[config.mk]
export PLATFORM = sky130hd
export DESIGN_NAME = multicycle_control_unit
export DESIGN_NICKNAME = d
export VERILOG_FILES = /design/src/rtl/multicycle_control_unit.sv
export SDC_FILE = /design/constraint.sdc
export NUM_CORES = 1
export LEC_CHECK = 0
export ABC_AREA = 0
export BUFFER_PORTS_ARGS = -buffer_cell sky130_fd_sc_hd__buf_2
export CORE_ASPECT_RATIO = 1.25
export CORE_MARGIN = 2
export CORE_UTILIZATION = 35
export DETAILED_ROUTE_END_ITERATION = 12
export GPL_TIMING_DRIVEN = 1
export PLACE_DENSITY = 0.75
export SLEW_MARGIN = 20
export SYNTH_ARGS = -nofsm -noshare
export SYNTH_HDL_FRONTEND = slang
export SYNTH_SLANG_ARGS = --single-unit
[constraint.sdc]
create_clock -name clk -period 4.8 [get_ports clk]
set_clock_uncertainty 0.2 [all_clocks]
set_input_delay 1.44 -clock clk [delete_from_list [all_inputs] [get_ports clk]]
set_output_delay 1.44 -clock clk [all_outputs]
set_load 0.01 [all_outputs]
[src/rtl/multicycle_control_unit.sv]
// Multicycle RV32I control unit: sequences each instruction through fetch/decode/execute/memory/writeback
// and drives datapath controls, with a wait-state data-bus handshake, a bus timeout and sticky error flags.
module multicycle_control_unit #(
    parameter int BUS_TIMEOUT = 16,
    parameter int CNT_W       = 5
) (
    input  logic        clk,
    input  logic        reset_n,
    input  logic [31:0] instrCode,
    input  logic        busReady,
    output logic        irEn,
    output logic        pcEn,
    output logic        regFileWe,
    output logic [3:0]  aluControl,
    output logic        aluSrcMuxSel,
    output logic [1:0]  RFWDSrcMuxSel,
    output logic        busWe,
    output logic        busRe,
    output logic        branch,
    output logic        RD1MuxSel,
    output logic        Jump,
    output logic        illegalInstr,
    output logic        busTimeout,
    output logic [3:0]  stateDbg
);

    typedef enum logic [3:0] {
        FETCH  = 4'd0,  DECODE = 4'd1,  R_EXE  = 4'd2,  I_EXE  = 4'd3,
        B_EXE  = 4'd4,  LU_EXE = 4'd5,  AU_EXE = 4'd6,  J_EXE  = 4'd7,
        JL_EXE = 4'd8,  S_EXE  = 4'd9,  S_MEM  = 4'd10, L_EXE  = 4'd11,
        L_MEM  = 4'd12, L_WB   = 4'd13, ERROR  = 4'd14
    } state_t;

    localparam logic [6:0] OP_R    = 7'b0110011;
    localparam logic [6:0] OP_L    = 7'b0000011;
    localparam logic [6:0] OP_I    = 7'b0010011;
    localparam logic [6:0] OP_S    = 7'b0100011;
    localparam logic [6:0] OP_B    = 7'b1100011;
    localparam logic [6:0] OP_LU   = 7'b0110111;
    localparam logic [6:0] OP_AU   = 7'b0010111;
    localparam logic [6:0] OP_JAL  = 7'b1101111;
    localparam logic [6:0] OP_JALR = 7'b1100111;

    localparam bit             TIMEOUT_EN  = (BUS_TIMEOUT > 0);
    localparam logic [CNT_W-1:0] TIMEOUT_LIM = CNT_W'(BUS_TIMEOUT);

    state_t           state_q, state_d;
    logic [CNT_W-1:0] cnt_q, cnt_d;
    logic             illegal_q, illegal_d;
    logic             tout_q, tout_d;

    logic [6:0] opcode;
    logic [2:0] funct3;
    logic       bit30;
    logic       unused_instr_bits;

    assign opcode = instrCode[6:0];
    assign funct3 = instrCode[14:12];
    assign bit30  = instrCode[30];
    assign unused_instr_bits = ^{instrCode[31], instrCode[29:15], instrCode[11:7]};

    logic       ir_c, pc_c, we_c, src_c, bwe_c, bre_c, br_c, rd1_c, j_c;
    logic [3:0] alu_c;
    logic [1:0] wd_c;

    always_ff @(posedge clk or negedge reset_n) begin
        if (!reset_n) begin
            state_q   <= FETCH;
            cnt_q     <= '0;
            illegal_q <= 1'b0;
            tout_q    <= 1'b0;
        end else begin
            state_q   <= state_d;
            cnt_q     <= cnt_d;
            illegal_q <= illegal_d;
            tout_q    <= tout_d;
        end
    end

    // Bus handshake: busWe/busRe are held for the whole MEM state; the access completes in the
    // first cycle busReady is seen high. busReady is a don't-care in every other state.
    // The wait counter defaults to zero so it clears on every MEM entry and exit.
    always_comb begin
        state_d   = state_q;
        cnt_d     = '0;
        illegal_d = illegal_q;
        tout_d    = tout_q;
        ir_c = 1'b0; pc_c = 1'b0; we_c = 1'b0; src_c = 1'b0;
        bwe_c = 1'b0; bre_c = 1'b0; br_c = 1'b0; rd1_c = 1'b0; j_c = 1'b0;
        alu_c = 4'b0000;
        wd_c  = 2'b00;
        unique case (state_q)
            FETCH: begin
                ir_c    = 1'b1;
                state_d = DECODE;
            end
            DECODE: begin
                unique case (opcode)
                    OP_R:    state_d = R_EXE;
                    OP_L:    state_d = L_EXE;
                    OP_I:    state_d = I_EXE;
                    OP_S:    state_d = S_EXE;
                    OP_B:    state_d = B_EXE;
                    OP_LU:   state_d = LU_EXE;
                    OP_AU:   state_d = AU_EXE;
                    OP_JAL:  state_d = J_EXE;
                    OP_JALR: state_d = JL_EXE;
                    default: begin
                        state_d   = ERROR;
                        illegal_d = 1'b1;
                    end
                endcase
            end
            R_EXE: begin
                pc_c = 1'b1; we_c = 1'b1; alu_c = {bit30, funct3}; state_d = FETCH;
            end
            I_EXE: begin
                pc_c = 1'b1; we_c = 1'b1; src_c = 1'b1; state_d = FETCH;
                // Only the shift-right immediates carry an op bit in instr[30]; elsewhere it is immediate data.
                alu_c = (funct3 == 3'b101) ? {bit30, 3'b101} : {1'b0, funct3};
            end
            B_EXE: begin
                pc_c = 1'b1; br_c = 1'b1; alu_c = {1'b0, funct3}; state_d = FETCH;
            end
            LU_EXE: begin
                pc_c = 1'b1; we_c = 1'b1; src_c = 1'b1; rd1_c = 1'b1; state_d = FETCH;
            end
            AU_EXE: begin
                pc_c = 1'b1; we_c = 1'b1; wd_c = 2'b10; state_d = FETCH;
            end
            J_EXE: begin
                pc_c = 1'b1; we_c = 1'b1; wd_c = 2'b11; j_c = 1'b1; state_d = FETCH;
            end
            JL_EXE: begin
                pc_c = 1'b1; we_c = 1'b1; wd_c = 2'b11; src_c = 1'b1; state_d = FETCH;
            end
            S_EXE: begin
                src_c = 1'b1; state_d = S_MEM;
            end
            S_MEM: begin
                src_c = 1'b1; bwe_c = 1'b1;
                if (busReady) begin
                    pc_c    = 1'b1;
                    state_d = FETCH;
                end else if (TIMEOUT_EN && cnt_q == TIMEOUT_LIM) begin
                    state_d = ERROR;
                    tout_d  = 1'b1;
                end else begin
                    cnt_d = cnt_q + 1'b1;
                end
            end
            L_EXE: begin
                src_c = 1'b1; state_d = L_MEM;
            end
            L_MEM: begin
                src_c = 1'b1; bre_c = 1'b1;
                if (busReady) begin
                    state_d = L_WB;
                end else if (TIMEOUT_EN && cnt_q == TIMEOUT_LIM) begin
                    state_d = ERROR;
                    tout_d  = 1'b1;
                end else begin
                    cnt_d = cnt_q + 1'b1;
                end
            end
            L_WB: begin
                pc_c = 1'b1; we_c = 1'b1; wd_c = 2'b01; src_c = 1'b1; state_d = FETCH;
            end
            ERROR: state_d = ERROR;
            default: state_d = ERROR;
        endcase
    end

    // Gate with reset_n so every output is low for as long as reset is held, not just after the edge.
    assign irEn          = reset_n & ir_c;
    assign pcEn          = reset_n & pc_c;
    assign regFileWe     = reset_n & we_c;
    assign aluControl    = reset_n ? alu_c : 4'b0000;
    assign aluSrcMuxSel  = reset_n & src_c;
    assign RFWDSrcMuxSel = reset_n ? wd_c : 2'b00;
    assign busWe         = reset_n & bwe_c;
    assign busRe         = reset_n & bre_c;
    assign branch        = reset_n & br_c;
    assign RD1MuxSel     = reset_n & rd1_c;
    assign Jump          = reset_n & j_c;
    assign illegalInstr  = reset_n & illegal_q;
    assign busTimeout    = reset_n & tout_q;
    assign stateDbg      = reset_n ? 4'(state_q) : 4'b0000;

endmodule

# == Word-level counts from Yosys, hierarchy flattened ==
# Cells that the tools add are included.
# word_totals
register_bits,11
out_inout_bits,21
# op_classes
mux,24
bitwise_logic,13
reduce_logical,9
addsub,1
n_eq_ne,24
# ops
cell,n
4-bit one-hot mux with 9 select lines,1
4-bit one-hot mux with 7 select lines,1
4-bit equality test (second input constant),6
4-bit 2-to-1 mux,6
7-bit by 6-bit equality test with 1-bit output (second input constant),3
7-bit equality test (second input constant),3
4-bit by 3-bit equality test with 1-bit output (second input constant),4
8-bit OR reduction,2
5-bit 2-to-1 mux,3
7-bit by 5-bit equality test with 1-bit output (second input constant),2
4-bit one-hot mux with 3 select lines,1
1-bit bitwise AND,11
1-bit 2-to-1 mux,9
9-bit OR reduction,1
4-bit by 2-bit equality test with 1-bit output (second input constant),2
7-bit by 2-bit equality test with 1-bit output (second input constant),1
7-bit OR reduction,1
2-bit one-hot mux with 3 select lines,1
5-bit by 1-bit adder with 5-bit output (second input constant),1
5-bit equality test (second input constant),1
4-bit by 1-bit equality test with 1-bit output (second input constant),1
4-bit logical NOT,1
2-bit OR reduction,2
3-bit equality test (second input constant),1
other kinds (5),6

# == Logic depth before layout (Yosys ltp) ==
# depth
word_depth,4
mapped_depth,6
mapped_depth_nobuf,6

# == Worst setup path after synthesis ==
# No wires, ideal clock.
# synth_timing
path_kind,in2out
start,in reset_n
end,out aluSrcMuxSel
arrival_ns,1.911
t_required_ns,3.160
stages,3
setup_slack_ns,1.249
cell_sequence,clkbuf_1 nand2_1 a21oi_1
# synth_via
elab_chain_cells,1
# synth_rtl
item,line,rtl
from (decl),8,"input logic reset_n,"
1-bit bitwise AND,179,assign aluSrcMuxSel = reset_n & src_c;
to (decl),15,"output logic aluSrcMuxSel,"
# Every way passes these cells.

# == Worst setup path in the final report ==
# layout_timing
start,in reset_n
end,out Jump
# layout_via
elab_chain_cells,1
# layout_rtl
item,line,rtl
1-bit bitwise AND,185,assign Jump = reset_n & j_c;
to (decl),21,"output logic Jump,"
# Every way passes these cells.

==> impl_metrics.json <==
{
  "worst_path_max_delay_cell": "buf_2",
  "gp_congestion": 0.799,
  "grt_overflow": 0,
  "hold_depth": 1,
  "dr.pass1.iters": 4,
  "leakage_nw": 0.598,
  "insertedDiodeCount": 0,
  "worst_pin_slew_ns": 0.629,
  "max_slew_margin": 0.580,
  "portBuffers": 34,
  "top_usage_layer": "met2",
  "ys_seq_area_frac": 0.274,
  "grt_pass1_vias": 946,
  "fin_setup_tns_ns": 0,
  "synth_top_flop_cell": "dfrtp_1",
  "cts.sinks": 11,
  "power_mw": 0.465,
  "worst_path_most_repeated_cell": "buf_2",
  "syn_nets": 164,
  "cp_cell_sequence": "buf_2 > nand2_1 > inv_1 > and3_1 > buf_2",
  "grt_util_met3": 0.0304,
  "clkTransAtPathRegs_ns": 0.08,
  "synth_top_cell_by_area": "dfrtp_1",
  "synth-async-reset-ratio": 1.00,
  "routed_wl_microns": 2390,
  "stdcell_count": 192,
  "critPathTopFamily": "buffers and inverters",
  "drt_iter0_markers": 36,
  "coreArea_sq_um": 2710,
  "clk_latency_ns": 0.28,
  "syn-cell-area_sq_um": 1010,
  "areaGrowthSynthToFinish_pct": 19.8,
  "status": "complete, no violations",
  "cts_made_buffers": 3,
  "worst_ep_required_time_ns": 3.16,
  "wire_per_inst_microns": 12.5,
  "htreeDepth": 1,
  "r2r-start": "state_q[2]",
  "clockBufferDepth": 2,
  "rsz0062_at_grt": "no",
  "grt_antenna_before_repair": 0,
  "crit_fanout": 24,
  "synthTopCellsByArea": "dfrtp_1, and2_1, nor2_1, and3_1, nand2b_1",
  "post-cts-setup-buffers": 0,
  "worstRegToRegCells": 3,
  "vias": 1037,
  "place_inst": 188,
  "start_util": 0.372,
  "cp-start-kind": "primary input",
  "use_met1": 0.188,
  "yosysMostFrequentCell": "nor2_1",
  "hold_viol_final": 0,
  "powerDensity_nw_per_um2": 386,
  "layout.nets": 196,
  "critPathKind": "in -> out",
  "hp-start": "illegal_q",
  "end_kind": "output pin",
  "drv_slew": 0,
  "hpwl_microns": 1800,
  "maxCapViolations": 0,
  "final.period_utilization": 0.833,
  "clock.fmax_mhz": 250,
  "grt_max_degree": 25,
  "post_cts_resized": 0,
  "path_buf_inv": 3,
  "drt-vias-per-instance": 5.40,
  "fin_util": 0.445,
  "synth-seq-cells": 11,
  "yosysTopAreaCellShare": 0.274,
  "ff2ff_setup_slack_ns": 3.02,
  "hold_path_class": "reg -> reg",
  "globalRouteTotalUtil": 0.154,
  "arrival_ns": 2.36,
  "avgSynthCellArea_sq_um": 7.92,
  "dieArea_sq_um": 3320,
  "synth-edff-count": 0,
  "clockRootBuffer": "clkbuf_4",
  "cts_tree": "yes",
  "slowest_delay_ns": 0.34,
  "ant_nets": 0,
  "synthCells": 127,
  "synth_common_cells": "nor2_1, and2_1, dfrtp_1, nand2_1, inv_1",
  "hold_buffers": 0,
  "gr-usage-met2": 0.258,
  "r2r-end": "cnt_q[4]",
  "grt_pass1_wl_microns": 4000,
  "min_period_ns": 4.00,
  "ir_worst_vdd_uv": 178,
  "ys_types": 49,
  "die_height_microns": 63.9,
  "layout-drive-gt1-share": 0.285,
  "io_pins": 56,
  "setup_viol": 0,
  "yosys_warnings": 0,
  "placementRows": 21,
  "drcViolationCount": 0,
  "whs_endpoint": "illegal_q",
  "die_width_microns": 52.0
}
-- registers in the layout, summed over array words and instances (netlist names) --
register,flops
cnt_q,5
illegal_q,1
tout_q,1
state_q,4
-- per-layer routing --
layer	part of all wire	up-vias	wire length [microns]
met3	0.052	4	124
met5	0	-	0
met2	0.51	26	1210
met4	0.012	0	28
met1	0.43	489	1030
li1	-	518	-
-- report_power, final --
group	total (mW)	internal (mW)	leakage [nW]	switching [mW]
registers	0.171	0.108	0.144	0.0631
clock network	0.0672	0.0309	0.0177	0.0363
logic	0.227	0.111	0.436	0.116
total	0.465	0.250	0.598	0.215
-- how the worst max path moves through the flow --
| stage | startpoint | to | depth (start not counted) |
|---|---|---|---|
| 2_1_floorplan | reset_n | aluSrcMuxSel | 3 |
| 3_3_place_gp | reset_n | branch | 4 |
| 3_5_place_dp | reset_n | Jump | 5 |
| 4_1_cts | reset_n | Jump | 5 |
| 5_1_grt | reset_n | Jump | 5 |
| 6_report | reset_n | Jump | 5 |
-- stage by stage --
| stage | instance area [sq um] | worst slack [ns] | hold WS (ns) |
|---|---|---|---|
| floorplan | 1010 | 1.25 | 0.220 |
| finish | 1200 | 0.801 | 0.263 |
| CTS | 1200 | 0.779 | 0.269 |
| global route | 1200 | 0.653 | 0.312 |
| global placement | 1180 | 0.821 | 0.240 |
| detailed placement | 1180 | 0.776 | 0.253 |
-- cells by family (layout without fill, tap and decap cells) --
kind of cell	count (synthesis)	after routing	synth area share
AOI/OAI and AO/OA	29	29	0.201
xor gates and xnor gates	4	4	0.0348
adders and majority gates	2	2	0.0249
buffers and inverters	14	45	0.0671
DFF	11	11	0.274
muxes	3	3	0.0323
and+or+nand+nor	64	64	0.366
-- cells in the final DEF (no fill, tap or decap), types with 3 or more instances in the layout --
cell      count
o21ai_0       5
nor3_1        3
inv_1         6
and3_1        5
and2_1       11
buf_2        34
nand2b_1      5
nor2b_1       4
dfrtp_1      11
nor2_1       12
nand3b_1      3
nand2_1       8
a21oi_1       5
clkbuf_4      3
nand3_1       3
-- cell type report --
cell class,instances,area [sq um]
Timing Repair Buffer,34,170
Clock inverter,1,5.00
Multi-Input combinational cell,102,663
Clock buffer,3,22.5
Tap cell,34,42.5
Fill cell,280,1500
Sequential cell,11,275
Inverter,7,26.3
(Power assumes the default switching activity.)
